==> config.mk <==
export PLATFORM = sky130hd
export DESIGN_NAME = iir_output_capture_flat
export DESIGN_NICKNAME = d
export VERILOG_FILES = /design/src/rtl/iir_fixed_pkg.sv /design/src/rtl/iir_output_capture_if.sv /design/src/rtl/iir_capture_fifo.sv /design/src/rtl/iir_output_capture.sv /design/src/flat_wrapper.sv
export SDC_FILE = /design/constraint.sdc
export NUM_CORES = 1
export LEC_CHECK = 0
export CORE_MARGIN = 4
export CORE_UTILIZATION = 59
export CTS_BUF_LIST = sky130_fd_sc_hd__clkbuf_16
export DETAILED_ROUTE_END_ITERATION = 6
export GPL_TIMING_DRIVEN = 0
export PLACE_DENSITY = 0.91
export SYNTH_ARGS = -nofsm -noshare
export SYNTH_HDL_FRONTEND = slang
export SYNTH_SLANG_ARGS = --single-unit
==> constraint.sdc <==
create_clock -name CLK -period 3.6 [get_ports CLK]
set_input_delay 0.72 -clock CLK [delete_from_list [all_inputs] [get_ports CLK]]
set_output_delay 0.72 -clock CLK [all_outputs]
set_load 0.03 [all_outputs]
==> src/rtl/iir_fixed_pkg.sv <==
// Shared fixed-point formats, FSM encoding and width helpers for the IIR
// output capture block.
package iir_fixed_pkg;

  // Filter input sample format (the format captured samples return to)
  localparam int WI_IN_DEF  = 3;
  localparam int WF_IN_DEF  = 7;
  // Filter output format
  localparam int WI_OUT_DEF = 8;
  localparam int WF_OUT_DEF = 18;
  // Captured sample format
  localparam int WI_Q_DEF   = WI_IN_DEF;
  localparam int WF_Q_DEF   = WF_IN_DEF;
  // Capture FIFO geometry
  localparam int DEPTH_DEF  = 16;
  localparam int AW_DEF     = 4;

  typedef enum logic [1:0] {
    ST_IDLE    = 2'd0,
    ST_CAPTURE = 2'd1,
    ST_DONE    = 2'd2
  } cap_state_e;

  // Width of the rounded value once the discarded fraction bits are dropped.
  // The rounding add is one bit wider than the input so it never wraps.
  function automatic int quant_shr_width(input int wi_out, input int wf_out,
                                         input int wf_q);
    return (wi_out + wf_out + 1) - (wf_out - wf_q);
  endfunction

endpackage

==> src/rtl/iir_output_capture_if.sv <==
// Sample stream in, capture FIFO read port out.
interface iir_output_capture_if #(
  parameter int W_IN = 26,
  parameter int W_Q  = 10
);
  logic                   in_valid;
  logic signed [W_IN-1:0] Filt_Out;
  logic                   overFlow;
  logic                   rd_valid;
  logic                   rd_ready;
  logic [W_Q-1:0]         rd_data;
  logic                   rd_sat;

  modport master (
    output in_valid, Filt_Out, overFlow, rd_ready,
    input  rd_valid, rd_data, rd_sat
  );

  modport slave (
    input  in_valid, Filt_Out, overFlow, rd_ready,
    output rd_valid, rd_data, rd_sat
  );
endinterface

==> src/rtl/iir_capture_fifo.sv <==
// Synchronous show-ahead FIFO. Pointers carry one extra wrap bit so full and
// empty are distinguishable; head data reads as zero while empty.
module iir_capture_fifo #(
  parameter int DW    = 11,
  parameter int DEPTH = 16,
  parameter int AW    = 4
) (
  input  logic          CLK,
  input  logic          Reset,
  input  logic          flush,
  input  logic          push,
  input  logic          pop,
  input  logic [DW-1:0] wr_data,
  output logic [DW-1:0] rd_data,
  output logic          full,
  output logic          empty
);

  logic [DW-1:0] mem_r [DEPTH];
  logic [AW:0]   wr_ptr_r;
  logic [AW:0]   rd_ptr_r;
  logic          do_pop_s;
  logic          do_push_s;

  assign empty     = (wr_ptr_r == rd_ptr_r);
  assign full      = (wr_ptr_r[AW] != rd_ptr_r[AW]) &&
                     (wr_ptr_r[AW-1:0] == rd_ptr_r[AW-1:0]);
  assign do_pop_s  = pop && !empty;
  assign do_push_s = push && (!full || do_pop_s);
  assign rd_data   = empty ? {DW{1'b0}} : mem_r[rd_ptr_r[AW-1:0]];

  // Pointer update: flush empties the FIFO, otherwise advance on push/pop
  always_ff @(posedge CLK or posedge Reset) begin
    if (Reset) begin
      wr_ptr_r <= {(AW+1){1'b0}};
      rd_ptr_r <= {(AW+1){1'b0}};
    end else if (flush) begin
      wr_ptr_r <= {(AW+1){1'b0}};
      rd_ptr_r <= {(AW+1){1'b0}};
    end else begin
      if (do_push_s) wr_ptr_r <= wr_ptr_r + {{AW{1'b0}}, 1'b1};
      if (do_pop_s)  rd_ptr_r <= rd_ptr_r + {{AW{1'b0}}, 1'b1};
    end
  end

  // Storage write; contents need no reset since reads are gated by empty
  always_ff @(posedge CLK) begin
    if (do_push_s && !flush) mem_r[wr_ptr_r[AW-1:0]] <= wr_data;
  end

endmodule

==> src/rtl/iir_output_capture.sv <==
// Re-quantises the IIR filter output to the input sample format (round half
// up, saturate), and captures a programmed number of samples into a FIFO.
module iir_output_capture
  import iir_fixed_pkg::*;
#(
  parameter int WI_OUT = WI_OUT_DEF,
  parameter int WF_OUT = WF_OUT_DEF,
  parameter int WI_Q   = WI_Q_DEF,
  parameter int WF_Q   = WF_Q_DEF,
  parameter int DEPTH  = DEPTH_DEF,
  parameter int AW     = AW_DEF
) (
  input  logic                 CLK,
  input  logic                 Reset,
  iir_output_capture_if.slave  s,
  input  logic                 start,
  input  logic [7:0]           capture_len,
  output logic                 busy,
  output logic                 done,
  output logic [7:0]           sat_count,
  output logic [7:0]           drop_count
);

  localparam int W_IN  = WI_OUT + WF_OUT;
  localparam int W_Q   = WI_Q + WF_Q;
  localparam int SH    = WF_OUT - WF_Q;
  localparam int W_SUM = W_IN + 1;
  localparam int W_SHR = quant_shr_width(WI_OUT, WF_OUT, WF_Q);

  localparam logic signed [W_SUM-1:0] RND   = {{(W_SUM-SH){1'b0}}, 1'b1, {(SH-1){1'b0}}};
  localparam logic signed [W_SHR-1:0] Q_MAX = {{(W_SHR-W_Q+1){1'b0}}, {(W_Q-1){1'b1}}};
  localparam logic signed [W_SHR-1:0] Q_MIN = {{(W_SHR-W_Q+1){1'b1}}, {(W_Q-1){1'b0}}};

  cap_state_e              state_r;
  logic                    busy_r;
  logic                    done_r;
  logic [7:0]              len_r;
  logic [7:0]              cnt_r;
  logic [7:0]              sat_cnt_r;
  logic [7:0]              drop_cnt_r;
  logic                    pipe_vld_r;
  logic [W_Q-1:0]          pipe_data_r;
  logic                    pipe_sat_r;

  logic signed [W_SUM-1:0] sum_s;
  logic signed [W_SHR-1:0] rounded_s;
  logic [W_Q-1:0]          q_data_s;
  logic                    q_sat_s;
  logic                    accept_s;
  logic                    flush_s;
  logic                    pop_fire_s;
  logic                    drop_s;
  logic                    fifo_full_s;
  logic                    fifo_empty_s;
  logic [W_Q:0]            fifo_rd_s;

  assign sum_s      = {s.Filt_Out[W_IN-1], s.Filt_Out} + RND;
  assign rounded_s  = sum_s[W_SUM-1:SH];
  assign accept_s   = s.in_valid && (state_r == ST_CAPTURE) && (cnt_r < len_r);
  assign flush_s    = start && (state_r != ST_CAPTURE);
  assign pop_fire_s = s.rd_ready && !fifo_empty_s;
  assign drop_s     = pipe_vld_r && fifo_full_s && !pop_fire_s;

  // Clamp the rounded value to the capture range; overFlow also marks sat
  always_comb begin
    q_data_s = rounded_s[W_Q-1:0];
    q_sat_s  = s.overFlow;
    if (rounded_s > Q_MAX) begin
      q_data_s = Q_MAX[W_Q-1:0];
      q_sat_s  = 1'b1;
    end else if (rounded_s < Q_MIN) begin
      q_data_s = Q_MIN[W_Q-1:0];
      q_sat_s  = 1'b1;
    end else begin
      q_data_s = rounded_s[W_Q-1:0];
    end
  end

  // Quantise pipeline register, cleared when a new capture starts
  always_ff @(posedge CLK or posedge Reset) begin
    if (Reset) begin
      pipe_vld_r  <= 1'b0;
      pipe_data_r <= {W_Q{1'b0}};
      pipe_sat_r  <= 1'b0;
    end else if (flush_s) begin
      pipe_vld_r  <= 1'b0;
      pipe_data_r <= {W_Q{1'b0}};
      pipe_sat_r  <= 1'b0;
    end else begin
      pipe_vld_r <= accept_s;
      if (accept_s) begin
        pipe_data_r <= q_data_s;
        pipe_sat_r  <= q_sat_s;
      end
    end
  end

  // Capture FSM with sample, saturation and drop counters
  always_ff @(posedge CLK or posedge Reset) begin
    if (Reset) begin
      state_r    <= ST_IDLE;
      busy_r     <= 1'b0;
      done_r     <= 1'b0;
      len_r      <= 8'd0;
      cnt_r      <= 8'd0;
      sat_cnt_r  <= 8'd0;
      drop_cnt_r <= 8'd0;
    end else begin
      case (state_r)
        ST_IDLE, ST_DONE: begin
          done_r <= 1'b0;
          if (start) begin
            state_r    <= ST_CAPTURE;
            busy_r     <= 1'b1;
            len_r      <= capture_len;
            cnt_r      <= 8'd0;
            sat_cnt_r  <= 8'd0;
            drop_cnt_r <= 8'd0;
          end else begin
            state_r <= ST_IDLE;
            busy_r  <= 1'b0;
          end
        end
        ST_CAPTURE: begin
          if (accept_s) cnt_r <= cnt_r + 8'd1;
          if (pipe_vld_r && pipe_sat_r && (sat_cnt_r != 8'd255))
            sat_cnt_r <= sat_cnt_r + 8'd1;
          if (drop_s && (drop_cnt_r != 8'd255))
            drop_cnt_r <= drop_cnt_r + 8'd1;
          // The last sample is written by the pipeline on this same edge
          if (cnt_r == len_r) begin
            state_r <= ST_DONE;
            busy_r  <= 1'b0;
            done_r  <= 1'b1;
          end
        end
        default: begin
          state_r <= ST_IDLE;
          busy_r  <= 1'b0;
          done_r  <= 1'b0;
        end
      endcase
    end
  end

  iir_capture_fifo #(
    .DW    (W_Q + 1),
    .DEPTH (DEPTH),
    .AW    (AW)
  ) u_fifo (
    .CLK     (CLK),
    .Reset   (Reset),
    .flush   (flush_s),
    .push    (pipe_vld_r),
    .pop     (s.rd_ready),
    .wr_data ({pipe_sat_r, pipe_data_r}),
    .rd_data (fifo_rd_s),
    .full    (fifo_full_s),
    .empty   (fifo_empty_s)
  );

  assign s.rd_valid = !fifo_empty_s;
  assign s.rd_data  = fifo_rd_s[W_Q-1:0];
  assign s.rd_sat   = fifo_rd_s[W_Q];
  assign busy       = busy_r;
  assign done       = done_r;
  assign sat_count  = sat_cnt_r;
  assign drop_count = drop_cnt_r;

endmodule

==> src/flat_wrapper.sv <==
// flat-port wrapper written by rule: the top's interface ports become plain ports
module iir_output_capture_flat import iir_fixed_pkg::*;
#(
  parameter int WI_OUT = WI_OUT_DEF,
  parameter int WF_OUT = WF_OUT_DEF,
  parameter int WI_Q   = WI_Q_DEF,
  parameter int WF_Q   = WF_Q_DEF,
  parameter int DEPTH  = DEPTH_DEF,
  parameter int AW     = AW_DEF
)
  (CLK, Reset, start, capture_len, busy, done, sat_count, drop_count, s_in_valid, s_Filt_Out, s_overFlow, s_rd_ready, s_rd_valid, s_rd_data, s_rd_sat);
  iir_output_capture_if #(.W_IN(26), .W_Q(10)) s_i ();
  input  logic CLK;
  input  logic Reset;
  input  logic start;
  input  logic [7:0] capture_len;
  output logic busy;
  output logic done;
  output logic [7:0] sat_count;
  output logic [7:0] drop_count;
  input wire logic [$bits(s_i.in_valid)-1:0] s_in_valid;
  input wire logic [$bits(s_i.Filt_Out)-1:0] s_Filt_Out;
  input wire logic [$bits(s_i.overFlow)-1:0] s_overFlow;
  input wire logic [$bits(s_i.rd_ready)-1:0] s_rd_ready;
  output wire logic [$bits(s_i.rd_valid)-1:0] s_rd_valid;
  output wire logic [$bits(s_i.rd_data)-1:0] s_rd_data;
  output wire logic [$bits(s_i.rd_sat)-1:0] s_rd_sat;
  assign s_i.in_valid = s_in_valid;
  assign s_i.Filt_Out = s_Filt_Out;
  assign s_i.overFlow = s_overFlow;
  assign s_i.rd_ready = s_rd_ready;
  assign s_rd_valid = s_i.rd_valid;
  assign s_rd_data = s_i.rd_data;
  assign s_rd_sat = s_i.rd_sat;
  iir_output_capture #(.WI_OUT(WI_OUT), .WF_OUT(WF_OUT), .WI_Q(WI_Q), .WF_Q(WF_Q), .DEPTH(DEPTH), .AW(AW)) u_core (.CLK(CLK), .Reset(Reset), .s(s_i), .start(start), .capture_len(capture_len), .busy(busy), .done(done), .sat_count(sat_count), .drop_count(drop_count));
endmodule
Word level (Yosys, flattened, before mapping)
Memories as Yosys holds them, arrays and structs flattened. Index checks and enable logic that the tools add are counted.

Register bits after elaboration: 58. Latch bits: 0. Memory bits (writable): 176. Bits in read-only memories: 0. Bits of input ports: 40. Output and inout port bits: 30. Word-level logic and storage cells: 94. Memories: 1.

Memories: u_core.u_fifo.mem_r (words 16, width 11, read ports 1, clocked after Yosys merged registers in 0, write ports 1, line iir_capture_fifo.sv:19) `logic [DW-1:0] mem_r [DEPTH];`.

$add $sub $neg: 6. $mul: 0. Div/mod/pow operators: 0. $lt $le $gt $ge: 3. Eq/ne operators: 14. Shift operators: 0. Muxes and demuxes: 31. Bitwise logic cells: 0. Reductions and logical operators: 27.

Operators by type and width (number): one-hot mux 8 bit (2 select lines) (3); two-way mux 10 bit (4); two-way mux 8 bit (4); adder 26 x 12 -> 27 bit (second input constant) (1); adder 8 x 1 -> 8 bit (second input constant) (3); two-way mux 5 bit (4); greater-than comparator 16 x 10 -> 1 bit (second input constant) (1); less-than comparator 16 x 10 -> 1 bit (second input constant) (1); != test 8 bit (second input constant) (2); logical AND 1 bit (12); two-way mux 1 bit (12); two-way mux 11 bit (1); adder 5 x 1 -> 5 bit (second input constant) (2); AND reduction 3 bit (3); == test 8 bit (1); less-than comparator 8 bit (1); != test 2 bit (second input constant) (4); nonzero test 2 bit (4); == test 5 bit (1); == test 4 bit (1); zero test 1 bit (4); != test 2 x 1 -> 1 bit (second input constant) (2); one-hot mux 2 bit (2 select lines) (1); == test 2 x 1 -> 1 bit (second input constant) (1); 8 further kinds (8).

Depth between registers and ports, before layout
Word-level depth: 8. Depth in mapped cells: 11. Gate-level depth less buffers: 9.

By module
A second synthesis with hierarchy kept.

Cells, all modules: 632. Area, all modules: 9994.6 µm².

By module, submodules not included: iir_capture_fifo (instances 1, cells an instance 363, area an instance 7399.6 µm², sequential area each 5535.3 µm²); iir_output_capture (instances 1, cells an instance 269, area an instance 2595.0 µm², sequential area each 1151.1 µm²).

Worst setup path after synthesis
Ideal clock, no wire load.

Path kind: reg2out. Start point: reg u_core.u_fifo.rd_ptr_r[0]. End point: out s_rd_data[0]. Arrival time: 2.163 ns. Required time: 2.880 ns. Path slack: 0.717 ns. Cell stages (with the launch flop): 6. Path buffers: 2. Cell sequence: dfrtp_1 buf_2 buf_2 mux4_2 mux4_2 and2_1.

Longest elaborated chain between the ends: 2. Elaborated cells between the ends (all ways): 3. Classes of those cells: eq/ne (1); mux (1); memory (1).

Ends and longest elaborated chain: start, declared (line iir_capture_fifo.sv:21) `logic [AW:0] rd_ptr_r;`; start signal, assigned (line iir_capture_fifo.sv:36) `rd_ptr_r <= {(AW+1){1'b0}};`; start signal, assigned (line iir_capture_fifo.sv:39) `rd_ptr_r <= {(AW+1){1'b0}};`; start signal, assigned (line iir_capture_fifo.sv:42) `if (do_pop_s) rd_ptr_r <= rd_ptr_r + {{AW{1'b0}}, 1'b1};`; memory (16 x 11 bit) or == test 5 bit (tied branches); two-way mux 11 bit (*) (line iir_capture_fifo.sv:30) `assign rd_data = empty ? {DW{1'b0}} : mem_r[rd_ptr_r[AW-1:0]];`; end, declared (line flat_wrapper.sv:26) `output wire logic [$bits(s_i.rd_data)-1:0] s_rd_data;`.

Every way passes the cells marked *; elsewhere a longest branch is shown, timed or not.

Worst setup path in the final report
Start point: reg u_core.u_fifo.rd_ptr_r[0]. End point: out s_rd_data[1].

The elaborated chain is that of the path after synthesis.

==> results.tsv <==
stage	metric	value	unit
yosys	top cells by area, synth	edfxtp_1, dfrtp_1, mux4_2, ha_1, nor2_1	
grt	global-route usage over all layers	0.246	
clock_network	Clock transition at path regs	0.06	ns
worst_setup_path	data arrival time of the worst path	2.82	ns
hold_path	worst min-delay path class	in -> async	
yosys	most common cell in the synthesized netlist	edfxtp_1	
pwr	sw power	0.00364	W
yosys	Synth Area in XOR/XNOR	0.0342	
sta	Max Clock Skew	0.0141	ns
yosys	Post-Syn Nets	679	
worst_setup_path	delay-heaviest family, CP	multiplexers	
worst_setup_path	Crit Path Class	reg -> out	
clock_network	clock root buffer	clkbuf_16	
sta	period utilization	0.984	
pwr	Net Sw Frac	0.356	
yosys	Adder-Cell Fraction of Synth Area	0.0213	
clock_network	TritonCTS clock tree	done	
floorplan	die area	19100	µm²
sta	Final Hold Vio Count	0	
detailed_routing	DRC	0	
yosys	largest family of logic cells by synthesized area	multiplexers	
worst_setup_path	Worst path max stage delay	0.54	ns
floorplan	die width	138	µm
floorplan	chip height	138	µm
cells_and_area	layout cells sized above 1	0.181	
clock_network	CTS buffer count	23	
placed_design	placed cell area	10900	µm²
yosys	Yosys warnings	0	
yosys	mean post-synth cell area	16.1	µm²
clock_network	clk buf depth	3	
placed_design	Placer Congestion	0.935	
cells_and_area	P&R area growth vs syn	17.7	%
grt	antenna violations before repair	0	
sta	# setup viols final	0	
yosys	Synth Area in Simple Gates	0.0956	
yosys	Synth Area in Compound Gates	0.0353	
worst_setup_path	buffers plus inverters on the worst setup path	3	
detailed_routing	final wirelength	23.1	mm
worst_setup_path	slowest stage cell, crit path	mux4_2	
grt	first-pass GRT wire length	36.4	mm
yosys	Synth async-reset ratio	0.241	
pwr	Pwr Density	871	nW/µm²
placed_design	count of input and output buffers	59	
pwr	Sequential Power Share	0.415	
floorplan	Ports	70	
yosys	synth cell count leaders	edfxtp_1, dfrtp_1, mux4_2	
pwr	logic gate share of total power	0.365	
cells_and_area	post-layout instance area	11800	µm²
clock_network	clk_lat worst skew	0.50	ns
pwr	internal power	0.00660	W
yosys	area share of the largest cell type after synthesis	0.529	
sta	Final Max Tran Viols	0	
sta	Final Hold Slack	0.460	ns
pwr	Clock Power Share	0.220	
cells_and_area	Final nets	769	
status	status	completed	
yosys	mux cell area share after synthesis	0.126	
worst_setup_path	Crit. End Element	output port	
grt	vias in the first global route	6294	
yosys	Synth Cell Area	10000	µm²
detailed_routing	post-route ant nets	0	
detailed_routing	total number of vias	6082	
worst_setup_path	CP max FO	10	
clock_network	CTS H-tree depth	1	
job	total of max-cap violations	0	
sta	maximum clock frequency	282	MHz
floorplan	# rows	47	
clock_network	Clock Sinks	232	
sta	Least-Margin Pin Slew	1.18	ns
placed_design	Post-DP HPWL	15.3	mm
detailed_routing	routed vias/inst	6.42	
yosys	top_reg_cell synth	edfxtp_1	
pwr	Pleak	4.14	nW
detailed_routing	first-pass detailed-route iteration total	7	
clock_network	# hold bufs at CTS	0	
yosys	register area share after synthesis	0.669	
sta	Final Critical Period	3.54	ns
grt	largest net degree at the start of global routing	47	
detailed_routing	number of DRC markers in iteration 0	660	
grt	grt ovf	0	
worst_setup_path	critical path required time	2.88	ns
cells_and_area	ant diodes	0	
yosys	Post-synth EDFFs	176	
sta	max_slew headroom	0.208	
worst_setup_path	crit path cell chain	buf_12, buf_12, mux4_2, mux4_2, and2_1, clkdlybuf4s15_2	
yosys	#FFs+latches synth	232	
detailed_routing	drt wl/cell	24.4	µm
yosys	Mapped Cells	622	
yosys	dominant cell type by area after synthesis	edfxtp_1	
yosys	count of cell types in the netlist	52	
pwr	VDD IR max	0.448	mV
worst_setup_path	Startpoint Class	flop	
floorplan	Initial Utilization	0.603	
floorplan	core box area	16600	µm²
layer usage:
layer / vias to the layer above / part of all wire / GRT usage
met1: 3085 / 0.37 / 0.316
met3: 52 / 0.076 / 0.0518
li1: 2619 / - / -
met5: - / 0 / 0
met4: 0 / 0.024 / 0.0676
met2: 326 / 0.53 / 0.429
path summary, 6_finish.rpt:
path | start | to | slack [ns] | depth (start not counted)
min | Reset | u_core.cnt_r[3] | 0.46 | 2
max reg2reg | u_core.u_fifo.wr_ptr_r[3] | u_core.u_fifo.mem_r[8][7] | 0.17 | 6
max | u_core.u_fifo.rd_ptr_r[0] | s_rd_data[1] | 0.06 | 6
min in group CLK | u_core.len_r[0] | u_core.len_r[0] | 0.53 | 2
min reg2reg | u_core.len_r[0] | u_core.len_r[0] | 0.53 | 2
max in group asynchronous | Reset | u_core.drop_count[3] | 2.62 | 3
final cells by class:
cell class | instances | area, µm²
fillers | 958 | 4820
inverters | 17 | 65.1
multi-input cells | 347 | 3160
flip-flops and latches | 232 | 6690
clock inverters | 18 | 133
clock buffers | 23 | 576
plain buffers | 25 | 231
well taps | 220 | 275
repair buffers | 66 | 637
metrics by stage:
step / instances / power (W) / worst slack, ns / util / TNS (ns)
after CTS: 948 / 0.0102 / 0.000241 / 0.709 / 0
final: 948 / 0.0102 / 0.0586 / 0.709 / 0
after floorplan: 622 / 0.00647 / 0.717 / - / 0
after global routing: 948 / 0.0107 / -0.0165 / 0.709 / -0.0357
after detailed placement: 906 / 0.00785 / -0.435 / 0.660 / -13.34
after global placement: 901 / 0.00755 / -0.563 / 0.655 / -27.13
kinds of logic (layout without fill, tap and decap cells):
| kind of cell | after synthesis | in the layout |
|---|---|---|
| buffers and inverters | 43 | 149 |
| and+or+nand+nor | 186 | 186 |
| xor gates and xnor gates | 39 | 39 |
| AOI/OAI and AO/OA | 48 | 48 |
| adders and majority gates | 17 | 17 |
| DFF | 232 | 232 |
| muxes | 57 | 57 |
what timing repair did:
item,4_1_cts,5_1_grt
pin swaps,0,0
buffers inserted,1,1
cloned,0,0
endpoints found under the setup margin,12,12
resized for setup,50,19
flip-flops by register name (all words and copies together), names as in the netlist:
name / count
u_core.state_r: 1
u_core.u_fifo.wr_ptr_r: 5
u_core.done: 1
u_core.sat_count: 8
u_core.u_fifo.mem_r: 176
u_core.pipe_vld_r: 1
u_core.u_fifo.rd_ptr_r: 5
u_core.pipe_data_r: 10
u_core.cnt_r: 8
u_core.drop_count: 8
u_core.pipe_sat_r: 1
u_core.len_r: 8
power groups by stage:
stage                     logic, W  registers [W]  clock network, W
final                      0.00374        0.00425           0.00226
after global placement     0.00339        0.00416                 0
after floorplan            0.00233        0.00414                 0
after global routing       0.00399        0.00432           0.00240
after detailed placement   0.00360        0.00425                 0
after CTS                  0.00371        0.00422           0.00227
cells in the final DEF (no fill, tap or decap), types with 3 or more instances in the layout:
master	n
nor3_2	4
nor2_1	47
buf_6	6
clkbuf_4	3
nand4_1	20
or3_1	3
a211o_1	3
a221o_1	7
and2_1	14
a211oi_1	3
and3_1	3
clkinv_1	6
clkbuf_1	10
clkdlybuf4s15_2	3
clkbuf_16	23
a21oi_1	8
xor2_1	19
mux4_2	55
nor3_1	5
edfxtp_1	176
o21ai_0	14
nand2_1	34
inv_1	18
nand2b_1	5
xnor2_1	20
and4_1	5
buf_12	6
nand3_1	26
nor4b_1	4
ha_1	17
clkdlybuf4s50_1	47
dfrtp_1	56
clkbuf_2	7
clkinv_2	6
(Power assumes the default switching activity.)
